`config.mk`:
```
export PLATFORM = sky130hd
export DESIGN_NAME = relu_sequencer_flat
export DESIGN_NICKNAME = d
export VERILOG_FILES = /design/src/rtl/relu_sequencer_if.sv /design/src/rtl/relu_sequencer.sv /design/src/flat_wrapper.sv
export SDC_FILE = /design/constraint.sdc
export NUM_CORES = 1
export LEC_CHECK = 0
export ABC_CLOCK_PERIOD_IN_PS = 2400
export BUFFER_PORTS_ARGS = -buffer_cell sky130_fd_sc_hd__buf_2
export CORE_AREA = 2 2 109 111
export DETAILED_ROUTE_END_ITERATION = 12
export DIE_AREA = 0 0 111 113
export MAX_ROUTING_LAYER = met4
export PLACE_DENSITY_LB_ADDON = 0.2
export SKIP_CTS_REPAIR_TIMING = 1
export SLEW_MARGIN = 10
export SYNTH_ARGS = -nofsm -noshare
export SYNTH_HDL_FRONTEND = slang
export SYNTH_SLANG_ARGS = --single-unit
```
`constraint.sdc`:
```
create_clock -name clk -period 2.4 [get_ports clk]
set_clock_uncertainty 0.2 [all_clocks]
set_input_delay 0.48 -clock clk [delete_from_list [all_inputs] [get_ports clk]]
set_output_delay 0.48 -clock clk [all_outputs]
set_load 0.03 [all_outputs]
```
`src/rtl/relu_sequencer_if.sv`:
```
// Valid/ready word stream used on both sides of the relu sequencer.
// The producer holds the master modport and the consumer holds the slave modport.
interface relu_sequencer_if #(
  parameter int W = 16
);
  logic         valid;
  logic         ready;
  logic [W-1:0] data;

  modport master (output valid, output data, input ready);
  modport slave  (input valid, input data, output ready);
endinterface

```
`src/rtl/relu_sequencer.sv`:
```
// Job-level controller for the relu datapath: admits a configured number of words into the
// fixed-latency relu and buffers its results in a credit-protected output FIFO.
module relu_sequencer #(
  parameter int NUM_WIDTH    = 16,
  parameter int LEN_WIDTH    = 16,
  parameter int RELU_LATENCY = 1,
  parameter int FIFO_DEPTH   = 4
) (
  input  logic                 clk,
  input  logic                 rst_n,
  input  logic                 cfg_valid,
  output logic                 cfg_ready,
  input  logic [LEN_WIDTH-1:0] cfg_length,
  input  logic                 cfg_bypass,
  input  logic                 abort,
  relu_sequencer_if.slave      up,
  output logic                 relu_bypass,
  output logic [NUM_WIDTH-1:0] relu_up_data,
  input  logic [NUM_WIDTH-1:0] relu_dn_data,
  relu_sequencer_if.master     dn,
  output logic                 busy,
  output logic                 done,
  output logic                 aborted
);

  localparam int PW       = $clog2(FIFO_DEPTH);
  localparam int CW       = PW + 1;
  localparam int CREDIT_W = CW + 1;
  localparam logic [CREDIT_W-1:0] DEPTH_C = CREDIT_W'(FIFO_DEPTH);

  typedef enum logic [1:0] {IDLE, RUN, DRAIN} state_t;

  state_t                state;
  logic [LEN_WIDTH-1:0]  remaining;
  logic [RELU_LATENCY-1:0] pipeValid;
  logic [CW-1:0]         inFlight;
  logic [CW-1:0]         fifoCount;
  logic [PW-1:0]         rdPtr;
  logic [PW-1:0]         wrPtr;
  logic [NUM_WIDTH-1:0]  mem [FIFO_DEPTH];

  logic                  upReady;
  logic                  accept;
  logic                  pipeOut;
  logic                  pop;
  logic [CREDIT_W-1:0]   credit;

  // Words already in the relu count against FIFO space, so a push can never find it full.
  always_comb begin
    credit  = {1'b0, fifoCount} + {1'b0, inFlight};
    upReady = (state == RUN) && (remaining != '0) && (credit < DEPTH_C);
    accept  = upReady && up.valid;
    pipeOut = pipeValid[RELU_LATENCY-1];
    pop     = dn.ready && (fifoCount != '0);
  end

  assign up.ready     = upReady;
  assign cfg_ready    = (state == IDLE);
  assign busy         = (state != IDLE);
  assign relu_up_data = accept ? up.data : '0;
  assign dn.valid     = (fifoCount != '0);
  assign dn.data      = (fifoCount != '0) ? mem[rdPtr] : '0;

  always_ff @(posedge clk or negedge rst_n) begin
    if (!rst_n) begin
      state       <= IDLE;
      remaining   <= '0;
      pipeValid   <= '0;
      inFlight    <= '0;
      fifoCount   <= '0;
      rdPtr       <= '0;
      wrPtr       <= '0;
      relu_bypass <= 1'b0;
      done        <= 1'b0;
      aborted     <= 1'b0;
      for (int i = 0; i < FIFO_DEPTH; i++) mem[i] <= '0;
    end else begin
      done    <= 1'b0;
      aborted <= 1'b0;
      // Abort wins over every accept, push and pop happening in the same cycle.
      if (abort && state != IDLE) begin
        state     <= IDLE;
        remaining <= '0;
        pipeValid <= '0;
        inFlight  <= '0;
        fifoCount <= '0;
        rdPtr     <= '0;
        wrPtr     <= '0;
        aborted   <= 1'b1;
      end else begin
        pipeValid[0] <= accept;
        for (int i = 1; i < RELU_LATENCY; i++) pipeValid[i] <= pipeValid[i-1];
        inFlight <= inFlight + CW'(accept) - CW'(pipeOut);

        if (pipeOut) begin
          mem[wrPtr] <= relu_dn_data;
          wrPtr      <= wrPtr + PW'(1);
        end
        if (pop) rdPtr <= rdPtr + PW'(1);
        if (pipeOut && !pop)      fifoCount <= fifoCount + CW'(1);
        else if (pop && !pipeOut) fifoCount <= fifoCount - CW'(1);

        if (accept) remaining <= remaining - LEN_WIDTH'(1);

        case (state)
          IDLE: begin
            if (cfg_valid) begin
              relu_bypass <= cfg_bypass;
              remaining   <= cfg_length;
              if (cfg_length != '0) state <= RUN;
              else                  done  <= 1'b1;
            end
          end
          RUN: begin
            if (accept && remaining == LEN_WIDTH'(1)) state <= DRAIN;
          end
          DRAIN: begin
            if (inFlight == '0 && fifoCount == '0) begin
              state <= IDLE;
              done  <= 1'b1;
            end
          end
          default: state <= IDLE;
        endcase
      end
    end
  end

endmodule
```
`src/flat_wrapper.sv`:
```
// flat-port wrapper written by rule: the top's interface ports become plain ports
module relu_sequencer_flat 
#(
  parameter int NUM_WIDTH    = 16,
  parameter int LEN_WIDTH    = 16,
  parameter int RELU_LATENCY = 1,
  parameter int FIFO_DEPTH   = 4
)
  (clk, rst_n, cfg_valid, cfg_ready, cfg_length, cfg_bypass, abort, relu_bypass, relu_up_data, relu_dn_data, busy, done, aborted, up_valid, up_data, up_ready, dn_valid, dn_data, dn_ready);
  relu_sequencer_if up_i ();
  relu_sequencer_if dn_i ();
  input  logic clk;
  input  logic rst_n;
  input  logic cfg_valid;
  output logic cfg_ready;
  input  logic [LEN_WIDTH-1:0] cfg_length;
  input  logic cfg_bypass;
  input  logic abort;
  output logic relu_bypass;
  output logic [NUM_WIDTH-1:0] relu_up_data;
  input  logic [NUM_WIDTH-1:0] relu_dn_data;
  output logic busy;
  output logic done;
  output logic aborted;
  input wire logic [$bits(up_i.valid)-1:0] up_valid;
  input wire logic [$bits(up_i.data)-1:0] up_data;
  output wire logic [$bits(up_i.ready)-1:0] up_ready;
  output wire logic [$bits(dn_i.valid)-1:0] dn_valid;
  output wire logic [$bits(dn_i.data)-1:0] dn_data;
  input wire logic [$bits(dn_i.ready)-1:0] dn_ready;
  assign up_i.valid = up_valid;
  assign up_i.data = up_data;
  assign up_ready = up_i.ready;
  assign dn_valid = dn_i.valid;
  assign dn_data = dn_i.data;
  assign dn_i.ready = dn_ready;
  relu_sequencer #(.NUM_WIDTH(NUM_WIDTH), .LEN_WIDTH(LEN_WIDTH), .RELU_LATENCY(RELU_LATENCY), .FIFO_DEPTH(FIFO_DEPTH)) u_core (.clk(clk), .rst_n(rst_n), .cfg_valid(cfg_valid), .cfg_ready(cfg_ready), .cfg_length(cfg_length), .cfg_bypass(cfg_bypass), .abort(abort), .up(up_i), .relu_bypass(relu_bypass), .relu_up_data(relu_up_data), .relu_dn_data(relu_dn_data), .dn(dn_i), .busy(busy), .done(done), .aborted(aborted));
endmodule
```
After elaboration in Yosys (flattened, before gate mapping)
Index checks and enable logic that the tools add are counted.
W data, S select, Z words.

cells by class
  add/subtract/negate cells = 8
  magnitude comparators = 4
  eq/ne operators = 7
  mux-type cells = 33
  bitwise operators = 3
  reduce and logical (&&, ||, !) cells = 25

operators by type and width
  kind                     number
  $mux W16                 9
  $bwmux W64               1
  $bmux W16 S2             1
  $demux W16 S2            1
  $reduce_bool A16 Y1      2
  $mux W2                  9
  $eq A16 B1 Y1 const B    1
  $sub A16 B1 Y16 const B  1
  $mux W3                  4
  $logic_and A1 B1 Y1      10
  $ge A3 B3 Y1 const B     2
  $logic_not A3 Y1         2
  $mux W1                  6
  $ne A3 B1 Y1 const B     2
  $not A2 Y3               2
  $pmux W2 S3              1
  $reduce_bool A2 Y1       3
  $reduce_bool A3 Y1       2
  $add A2 B1 Y2 const B    2
  $add A3 B3 Y4            1
  $lt A4 B3 Y1 const B     1
  $reduce_and A4 Y1        1
  $add A3 B1 Y3            1
  $add A3 B1 Y3 const B    1
  13 further kinds         14

word-level totals
  flip-flop bits (word level) = 96
  output and inout port bits = 39
  logic and storage cells = 94

Depth between registers and ports, before layout
Gate-level depths: netlist of the first run.

  word-level depth = 8
  gate-level depth with buffers = 13
  mapped depth without buffers = 11

Worst setup path before layout of the first run
No wires, ideal clock.

  kind = register to register
  from = register u_core.remaining[0]
  to = register u_core.inFlight[2]
  arrival time = 2,309 ps
  data required time = 2,068 ps
  path slack = -240 ps
  stages on the path, launching flop included = 14
  buffers on the path = 2
  path through = dfrtp_1 > inv_1 > ha_1 > nor3b_1 > and4_1 > buf_4 > nor2_2 > clkbuf_1 > ha_1 > inv_1 > fa_1 > xor2_1 > xnor2_1 > nor2_1

on the way
  longest elaborated chain between the ends = 7

ends and longest elaborated chain
  item                               RTL line               text
  start, declared                    relu_sequencer.sv:34   logic [LEN_WIDTH-1:0] remaining;
  start signal, assigned             relu_sequencer.sv:103  if (accept) remaining <= remaining - LEN_WIDTH'(1);
  start signal, assigned             relu_sequencer.sv:109  remaining <= cfg_length;
  $reduce_bool A16 Y1                relu_sequencer.sv:51   upReady = (state == RUN) && (remaining != '0) && (credit < DEPTH_C);
  $logic_and A1 B1 Y1 (2 in series)  relu_sequencer.sv:51
  $logic_and A1 B1 Y1                relu_sequencer.sv:52   accept = upReady && up.valid;
  $add A3 B1 Y3                      relu_sequencer.sv:93   inFlight <= inFlight + CW'(accept) - CW'(pipeOut);
  $sub A3 B1 Y3                      relu_sequencer.sv:93
  $mux W3                            relu_sequencer.sv:81   if (abort && state != IDLE) begin
  end signal, assigned               relu_sequencer.sv:93
  end, declared                      relu_sequencer.sv:36   logic [CW-1:0] inFlight;

No other way between the ends.
A chain may end at the register's enable or synchronous reset.

Worst setup path in the final report of the first run
  from = register u_core.fifoCount[2]
  to = output relu_up_data[13]

on the way
  longest elaborated chain between the ends = 5

ends and longest elaborated chain
  item                    RTL line               text
  start, declared         relu_sequencer.sv:37   logic [CW-1:0] fifoCount;
  start signal, assigned  relu_sequencer.sv:100  if (pipeOut && !pop) fifoCount <= fifoCount + CW'(1);
  start signal, assigned  relu_sequencer.sv:101  else if (pop && !pipeOut) fifoCount <= fifoCount - CW'(1);
  $add A3 B3 Y4           relu_sequencer.sv:50   credit = {1'b0, fifoCount} + {1'b0, inFlight};
  $lt A4 B3 Y1            relu_sequencer.sv:51
  $logic_and A1 B1 Y1     relu_sequencer.sv:51
  $logic_and A1 B1 Y1     relu_sequencer.sv:52
  $mux W16                relu_sequencer.sv:60   assign relu_up_data = accept ? up.data : '0;
  end, declared           flat_wrapper.sv:20     output logic [NUM_WIDTH-1:0] relu_up_data;

No other way between the ends.

==> impl_metrics.json, run 1 <==
{
  "antenna_found_initial": 0,
  "cts_sinks": 96,
  "grt_pass1_wl_um": 18600,
  "crit_family": "simple AND/OR/NAND/NOR gates",
  "critical_path.startpoint": "u_core.fifoCount[2]",
  "syn_area_um2": 4970,
  "timing.final.crit_period_ps": 2600,
  "most-common-layout-cells": "dfrtp_1 (93), mux2_2 (64), buf_2 (59), buf_6 (34), buf_4 (26)",
  "vias": 3633,
  "end_kind": "primary output",
  "yosysWarnings": 0,
  "core_um2": 11300,
  "wire_per_inst_um": 17.6,
  "slowest_delay_ps": 380,
  "min_from": "cfg_bypass",
  "globalplace.congestion": 0.860,
  "drtIter0Drc": 179,
  "yosysSeqAreaShare": 0.483,
  "placed_cells": 646,
  "cts_max_path_buffers": 2,
  "worstPathCellList": "ha_1 > nor3_2 > nand4_1 > nor2_4 > buf_8 > and2_1 > buf_6",
  "timing.final.crit_share": 1.08,
  "root_buffer": "clkbuf_16",
  "drv_slew": 0,
  "synth_edf_count": 0,
  "status": "finished, violations left",
  "pin_count": 94,
  "cts_inserted_buffers": 9,
  "routed_wl_um": 11800,
  "synth_top_flop_cell": "dfrtp_1",
  "viasPerCell": 5.40,
  "required_ps": 1720,
  "worstSetupPathType": "reg -> out",
  "syn_nets": 473,
  "crit_buf_inv": 2,
  "synthCells": 404,
  "num-nets-final": 594,
  "drive_gt1_frac": 0.509,
  "overflow": 0,
  "reg2reg_slack_ps": -30,
  "tightest_slew_ps": 398,
  "diodes": 0,
  "synthToLayoutAreaGrowth_pct": 32.0,
  "cp.arrival_ps": 1920,
  "synth-seq-cells": 96,
  "n_fill_cell": 901,
  "grt_use_total": 0.193,
  "total_power_mw": 7.83,
  "initial_core_util": 0.441,
  "reg2reg_from": "u_core.fifoCount[2]",
  "slew_headroom": 0.732,
  "dieArea_um2": 12500,
  "ys_types": 39,
  "dr.pass1.iters": 4,
  "async_flop_share": 1.00,
  "hpwl_um": 7640,
  "peakVddDrop_mv": 0.684,
  "tritoncts": "built",
  "avgSynthCellArea_um2": 12.3,
  "rows": 39,
  "clk_pin_slew_worst_paths_ps": 70,
  "min_path_type": "in -> reg",
  "violations": "negative setup slack",
  "htreeDepth": 3,
  "fin_ws_ps": -203,
  "power_density_nw_per_um2": 1190,
  "layout.cells.most_common": "dfrtp_1",
  "clkLatencyLatePin_ps": 340,
  "die_w_um": 111,
  "place_ws_ps": 20.3,
  "p_leak_nw": 3.03,
  "start_kind": "flop",
  "slowest_stage": "dfrtp_1",
  "drtAntennaViolNets": 0,
  "drv_cap": 0,
  "rsz0062_at_grt": "true",
  "setup_viol_count_final": 33,
  "grt_max_degree": 45,
  "portBuffers": 93,
  "critPathMaxFanout": 17,
  "die_h_um": 113,
  "grt_pass1_vias": 3665,
  "max_freq_mhz": 384,
  "drc_errors": 0,
  "fin_cells": 673,
  "final_hold_viol_count": 0
}
-- path summary, 6_finish.rpt --
check,endpoint,cells past startpoint
min in group asynchronous,u_core.remaining[3],2
hold reg to reg,u_core.relu_bypass,2
setup / recovery,relu_up_data[13],7
max in group asynchronous,u_core.remaining[7],3
setup reg to reg,u_core.inFlight[2],11
hold / removal,u_core.relu_bypass,3
-- per-stage QoR --
step / util / hold slack (ps) / area (um2) / TNS, ps
2_1_floorplan: - / -15.6 / 4990 / -96.6
4_1_cts: 0.540 / -133 / 6080 / -7860
6_report: 0.582 / 124 / 6560 / -3900
3_5_place_dp: 0.515 / 228 / 5800 / 0
5_1_grt: 0.582 / 133 / 6560 / -6320
3_3_place_gp: 0.515 / 238 / 5800 / 0
-- power by group --
group	leakage [nW]	internal [mW]	switching, mW	total, mW
registers	1.24	2.19	0.393	2.58
clock network	0.134	0.715	0.634	1.35
logic	1.66	2.12	1.78	3.90
total	3.03	5.02	2.81	7.83
-- final cells by class --
cell class	instances	area, um2	share of cell area
sequential	96	2410	0.367
timing repair buffer	132	1130	0.173
clock inverter	6	51.3	0.00782
tap	143	179	0.0273
clock buffer	10	229	0.0349
multi-input combinational	274	2510	0.383
inverter	12	45.0	0.00687
-- tightest hold or removal path, cell delays in order --
cell	delay (ps)
buf_2	70
nand2_1	40
nand2_1	40
-- Yosys cell counts, drive strengths merged, types with 12 or more instances --
library cell / n / share of area
ha: 12 / 0.030
dfrtp: 96 / 0.48
nand3: 12 / 0.015
mux4: 16 / 0.073
and2: 34 / 0.043
a21oi: 19 / 0.019
xnor2: 17 / 0.030
nand2: 13 / 0.0098
mux2: 64 / 0.15
nor4: 12 / 0.023
inv: 12 / 0.0091
o21ai: 16 / 0.016
nor2: 21 / 0.016
-- state kept, by name, summed over array words and instances (netlist names) --
register            cells
u_core.rdPtr            2
u_core.mem             64
u_core.state            2
u_core.aborted          1
u_core.fifoCount        3
u_core.inFlight         3
u_core.wrPtr            2
u_core.relu_bypass      1
u_core.done             1
u_core.pipeOut          1
u_core.remaining       16
-- cell families after synthesis --
family          share of synthesized area
buf+inv                            0.0312
compound gates                     0.0418
flops                               0.483
mux                                 0.220
xor+xnor                           0.0370
fa+ha+maj                          0.0383
simple gates                        0.149
-- layer usage --
layer | global-route usage | vias up | wire length [um]
met5 | - | - | 0
met4 | 0.0658 | 0 | 169
met3 | 0.0364 | 13 | 534
met2 | 0.323 | 106 | 6060
met1 | 0.238 | 1834 | 5070
li1 | - | 1680 | -
Note: power is estimated with default switching activity, not from simulation.
==> run 2, diff against run 1 <==
--- a/config.mk
+++ b/config.mk
@@ -5,7 +5,7 @@
 export SDC_FILE = /design/constraint.sdc
 export NUM_CORES = 1
 export LEC_CHECK = 0
-export ABC_CLOCK_PERIOD_IN_PS = 2400
+export ABC_CLOCK_PERIOD_IN_PS = 2750
 export BUFFER_PORTS_ARGS = -buffer_cell sky130_fd_sc_hd__buf_2
 export CORE_AREA = 2 2 109 111
 export DETAILED_ROUTE_END_ITERATION = 12
==> constraint.sdc (replaced) <==
create_clock -name clk -period 2.75 [get_ports clk]
set_clock_uncertainty 0.2 [all_clocks]
set_input_delay 0.55 -clock clk [delete_from_list [all_inputs] [get_ports clk]]
set_output_delay 0.55 -clock clk [all_outputs]
set_load 0.03 [all_outputs]
==> run 2 against run 1 <==
Flip-flop and latch count stayed put. Via count is 2.8% lower. Clock power hardly changed. Largest power group unchanged. Critical endpoint is now relu_up_data[15]. Count of clock-buffer cells in the layout is 1 higher. The run ends with negative hold slack left.
==> impl_metrics.json, run 2 (same netlist as run 1, synthesis figures left out) <==
{
  "status": "finished, violations left",
  "violations": "negative hold slack",
  "rsz0062_at_grt": "true",
  "timing.final.crit_period_ps": 2740,
  "final_hold_viol_count": 35,
  "placed_cells": 636,
  "power_density_nw_per_um2": 1030,
  "drv_cap": 0,
  "vias": 3531,
  "start_kind": "flop",
  "die_h_um": 113,
  "slew_headroom": 0.532,
  "place_ws_ps": 269,
  "die_w_um": 111,
  "wl_met3_um": 581,
  "fin_ws_ps": 14.6,
  "synthToLayoutAreaGrowth_pct": 24.9,
  "reg2reg_slack_ps": 240,
  "tritoncts": "built",
  "tightest_slew_ps": 700,
  "drtIter0Drc": 162,
  "fin_tns_setup_ps": 0,
  "fin_cells": 659,
  "required_ps": 2000,
  "num-nets-final": 580,
  "peakVddDrop_mv": 0.637,
  "timing.final.crit_share": 0.995,
  "setup_viol_count_final": 0,
  "cts_max_path_buffers": 2,
  "overflow": 0,
  "drive_gt1_frac": 0.479,
  "viasPerCell": 5.36,
  "core_um2": 11300,
  "dr.pass1.iters": 4,
  "root_buffer": "clkbuf_16",
  "largest_reg_flops": 64,
  "worstSetupPathType": "reg -> out",
  "grt_max_degree": 38,
  "diodes": 0,
  "dr.max_layer_used": "met4",
  "multi_input_area_um2": 2470,
  "grt_pass1_wl_um": 18000,
  "wl_met2_um": 5720,
  "top_regs": "u_core.mem: 64 flops, u_core.remaining: 16 flops",
  "end_kind": "primary output",
  "clk_pin_slew_worst_paths_ps": 70,
  "routed_wl_um": 11300,
  "dieArea_um2": 12500,
  "fin_hold_ws_ps": -19.1,
  "clkLatencyLatePin_ps": 340,
  "cp.arrival_ps": 1990,
  "drv_slew": 0,
  "p_leak_nw": 2.91,
  "globalplace.congestion": 0.887,
  "pin_count": 94,
  "critPathMaxFanout": 8,
  "portBuffers": 93,
  "grt_use_total": 0.187,
  "hpwl_um": 7750,
  "total_power_mw": 6.37,
  "layout.cells.most_common": "dfrtp_1",
  "most-common-layout-cells": "dfrtp_1 (95), buf_2 (75), mux2_2 (64), buf_4 (21)",
  "antenna_found_initial": 0,
  "max_freq_mhz": 366,
  "cts_sinks": 96,
  "n_fill_cell": 970,
  "final-seq-area_um2": 2400,
  "largest-register": "u_core.mem",
  "cts_inserted_buffers": 9,
  "wire_per_inst_um": 17.1,
  "min_path_type": "in -> async",
  "initial_core_util": 0.441,
  "rows": 39,
  "routedLengthMet1_um": 4880,
  "htreeDepth": 3,
  "drtAntennaViolNets": 0,
  "grt_pass1_vias": 3650,
  "drc_errors": 0
}
[run 2: area by class of cell]
| type | instances | area share |
|---|---|---|
| Inverter | 12 | 0.00726 |
| Timing Repair Buffer | 118 | 0.127 |
| Tap cell | 143 | 0.0288 |
| Sequential cell | 96 | 0.387 |
| Multi-Input combinational cell | 274 | 0.397 |
| Clock buffer | 11 | 0.0391 |
| Clock inverter | 5 | 0.0139 |
[run 2: path summary, 6_finish.rpt]
kind / start / to / depth (start not counted)
setup / recovery: u_core.fifoCount[2] / relu_up_data[15] / 7
hold / removal: rst_n / u_core.mem[35] / 1
setup reg to reg: u_core.fifoCount[2] / u_core.inFlight[2] / 10
hold reg to reg: u_core.relu_bypass / u_core.relu_bypass / 2
max in group asynchronous: rst_n / u_core.mem[47] / 2
min in group clk: cfg_bypass / u_core.relu_bypass / 3
[run 2: layer usage]
metal  track usage  up-vias
met4        0.0525        0
met3        0.0536        9
met1         0.230     1777
met5             -        -
li1              -     1654
met2         0.305       91
[run 2: where the power goes]
part / internal, mW / switching [mW] / total [mW]
Combinational: 1.35 / 1.40 / 2.75
Sequential: 1.91 / 0.342 / 2.25
Clock: 0.831 / 0.542 / 1.37
[run 2: critical path: stages (launching register included)]
cell and delay (ps):
dfrtp_1 380, ha_1 310, nor3_2 140, nand4_1 190, nor2_4 200, buf_6 150
and2_1 150, buf_6 130
[run 2: per-stage QoR]
stage	util	hold slack, ps	instance area, um2
2_1_floorplan	-	54.4	4970
3_3_place_gp	0.502	252	5650
3_5_place_dp	0.502	263	5650
4_1_cts	0.531	-11.0	5980
5_1_grt	0.551	7.59	6210
6_report	0.551	-19.1	6210
==> run 3, diff against run 2 <==
--- a/config.mk
+++ b/config.mk
@@ -12,6 +12,7 @@
 export DIE_AREA = 0 0 111 113
 export MAX_ROUTING_LAYER = met4
 export PLACE_DENSITY_LB_ADDON = 0.2
+export REMOVE_ABC_BUFFERS = 1
 export SKIP_CTS_REPAIR_TIMING = 1
 export SLEW_MARGIN = 10
 export SYNTH_ARGS = -nofsm -noshare
==> run 3 against run 2 <==
The run ends with negative setup slack left. Flip-flop and latch count stayed put. Largest cell class unchanged. Combinational power is 3% lower. Critical path type unchanged. Non-clock buffer count is 6 lower. Highest routed layer unchanged. Fmax is 1.4% lower. Count of clock-buffer cells in the layout stayed put. Sequential share of layout area is 0.62 points higher.
==> impl_metrics.json, run 3 (same netlist as run 1, synthesis figures left out) <==
{
  "status": "finished, violations left",
  "violations": "negative setup slack",
  "slowest_stage": "dfrtp_2",
  "end_kind": "primary output",
  "wire_per_inst_um": 16.8,
  "crit_top_cell": "buf_6",
  "drive_gt1_frac": 0.442,
  "cts_max_path_buffers": 2,
  "clkPwrFrac": 0.191,
  "rows": 39,
  "dieArea_um2": 12500,
  "die_h_um": 113,
  "power_switching_mw": 2.24,
  "dr.pass1.iters": 6,
  "min_path_type": "in -> reg",
  "portBuffers": 93,
  "cts_inserted_buffers": 9,
  "globalplace.congestion": 0.801,
  "cts_sinks": 96,
  "grt_use_met2": 0.323,
  "slowest_delay_ps": 400,
  "timing.final.crit_share": 1.01,
  "layout.cells.most_common": "dfrtp_1",
  "whs_endpoint": "u_core.state[1]",
  "whs_path_depth": 2,
  "placed_cells": 631,
  "final_hold_viol_count": 0,
  "required_ps": 2000,
  "hpwl_um": 7470,
  "worstPathCellList": "inv_1 > ha_1 > nor3b_2 > and4_2 > nor2_2 > buf_6 > and2_1 > buf_6",
  "cp.arrival_ps": 2030,
  "viasPerCell": 5.38,
  "largest_reg_flops": 64,
  "fin_ws_ps": -25.5,
  "power_density_nw_per_um2": 994,
  "swShare": 0.368,
  "core_um2": 11300,
  "critPathMaxFanout": 18,
  "routed_wl_um": 11000,
  "num-nets-final": 574,
  "root_buffer": "clkbuf_16",
  "most-common-layout-cells": "dfrtp_1 (95), buf_2 (75), mux2_2 (64), and2_1 (33)",
  "diodes": 0,
  "reg2reg_slack_ps": 270,
  "worstSetupPathType": "reg -> out",
  "overflow": 0,
  "top_usage_layer": "met2",
  "min_from": "abort",
  "rsz0062_at_grt": "true",
  "pin_count": 94,
  "clkLatencyLatePin_ps": 340,
  "n_fill_cell": 965,
  "p_leak_nw": 2.84,
  "slew_headroom": 0.482,
  "fin_cells": 652,
  "largest-register": "u_core.mem",
  "top_regs": "u_core.mem: 64 flops, u_core.remaining: 16 flops",
  "grt_pass1_vias": 3604,
  "antenna_found_initial": 0,
  "drv_slew": 0,
  "tightest_slew_ps": 776,
  "start_kind": "flop",
  "met1_usage": 0.228,
  "reg2reg_from": "u_core.remaining[0]",
  "r2r_cells": 11,
  "peakVddDrop_mv": 0.634,
  "drc_errors": 0,
  "grt_use_total": 0.191,
  "grt_pass1_wl_um": 18300,
  "die_w_um": 111,
  "drtAntennaViolNets": 0,
  "tritoncts": "built",
  "internal_power_mw": 3.84,
  "drv_cap": 0,
  "grt_max_degree": 57,
  "htreeDepth": 3,
  "timing.final.crit_period_ps": 2780,
  "place_ws_ps": 283,
  "pwr-share-seq": 0.370,
  "drtIter0Drc": 121,
  "gr-usage-met3": 0.0530,
  "clk_pin_slew_worst_paths_ps": 60,
  "setup_viol_count_final": 8,
  "r2r_end": "u_core.inFlight[2]",
  "vias": 3507,
  "max_freq_mhz": 360,
  "synthToLayoutAreaGrowth_pct": 23.0,
  "initial_core_util": 0.441,
  "post-route-util": 0.542,
  "comb_power_share": 0.439
}
## run 3: cell count changes in the layout (fill, tap and decap cells not counted), moves of 2 or more
cell,previous run,this run
buf_12,1,4
buf_4,21,15
and2_4,14,1
and2_1,20,33
buf_6,20,17
bufinv_16,2,0
## run 3: power groups by stage
stage / clock [mW] / sequential [mW] / combinational (mW)
final: 1.16 / 2.25 / 2.67
after global placement: 0 / 2.23 / 2.53
after floorplan: 0 / 2.23 / 1.84
after detailed placement: 0 / 2.26 / 2.58
after CTS: 1.20 / 2.24 / 2.59
after global routing: 1.25 / 2.31 / 2.93
## run 3: worst max-delay path by stage
stage,from,slack [ps],end,cells after the start
2_1_floorplan,u_core.fifoCount[2],-220,u_core.inFlight[2],10
3_3_place_gp,u_core.fifoCount[2],310,u_core.inFlight[2],10
3_5_place_dp,u_core.fifoCount[1],280,u_core.fifoCount[2],7
4_1_cts,u_core.fifoCount[2],-100,relu_up_data[10],7
5_1_grt,u_core.remaining[0],-140,relu_up_data[12],8
6_report,u_core.remaining[0],-30,relu_up_data[12],8
## run 3: worst max-delay path: cells and delay by family (launching register included)
kind | cells | cell delay (ps)
adders and majority gates | 1 | 200
DFF | 1 | 400
buffers and inverters | 3 | 380
and+or+nand+nor | 4 | 690
## run 3: final cells by class
type | count | area (um2) | share of cell area
Timing Repair Buffer | 112 | 769 | 0.126
Inverter | 12 | 45.0 | 0.00737
Tap cell | 143 | 179 | 0.0293
Sequential cell | 96 | 2400 | 0.393
Multi-Input combinational cell | 274 | 2440 | 0.399
Clock buffer | 11 | 243 | 0.0397
Clock inverter | 4 | 30.0 | 0.00491
## run 3: routing by layer
layer	wire [um]	share of wire
met3	547	0.050
met5	0	0
met4	138	0.013
met2	5530	0.50
met1	4760	0.43
## run 3: per-stage QoR
stage          hold slack [ps]  instance area (um2)  setup TNS, ps  power, mW
6_report                   200                 6110          -52.1       6.08
2_1_floorplan             54.4                 4860          -3140       4.07
5_1_grt                    203                 6110          -2140       6.49
3_5_place_dp               170                 5640              0       4.84
4_1_cts                   -204                 5910          -1670       6.03
3_3_place_gp               167                 5640              0       4.76
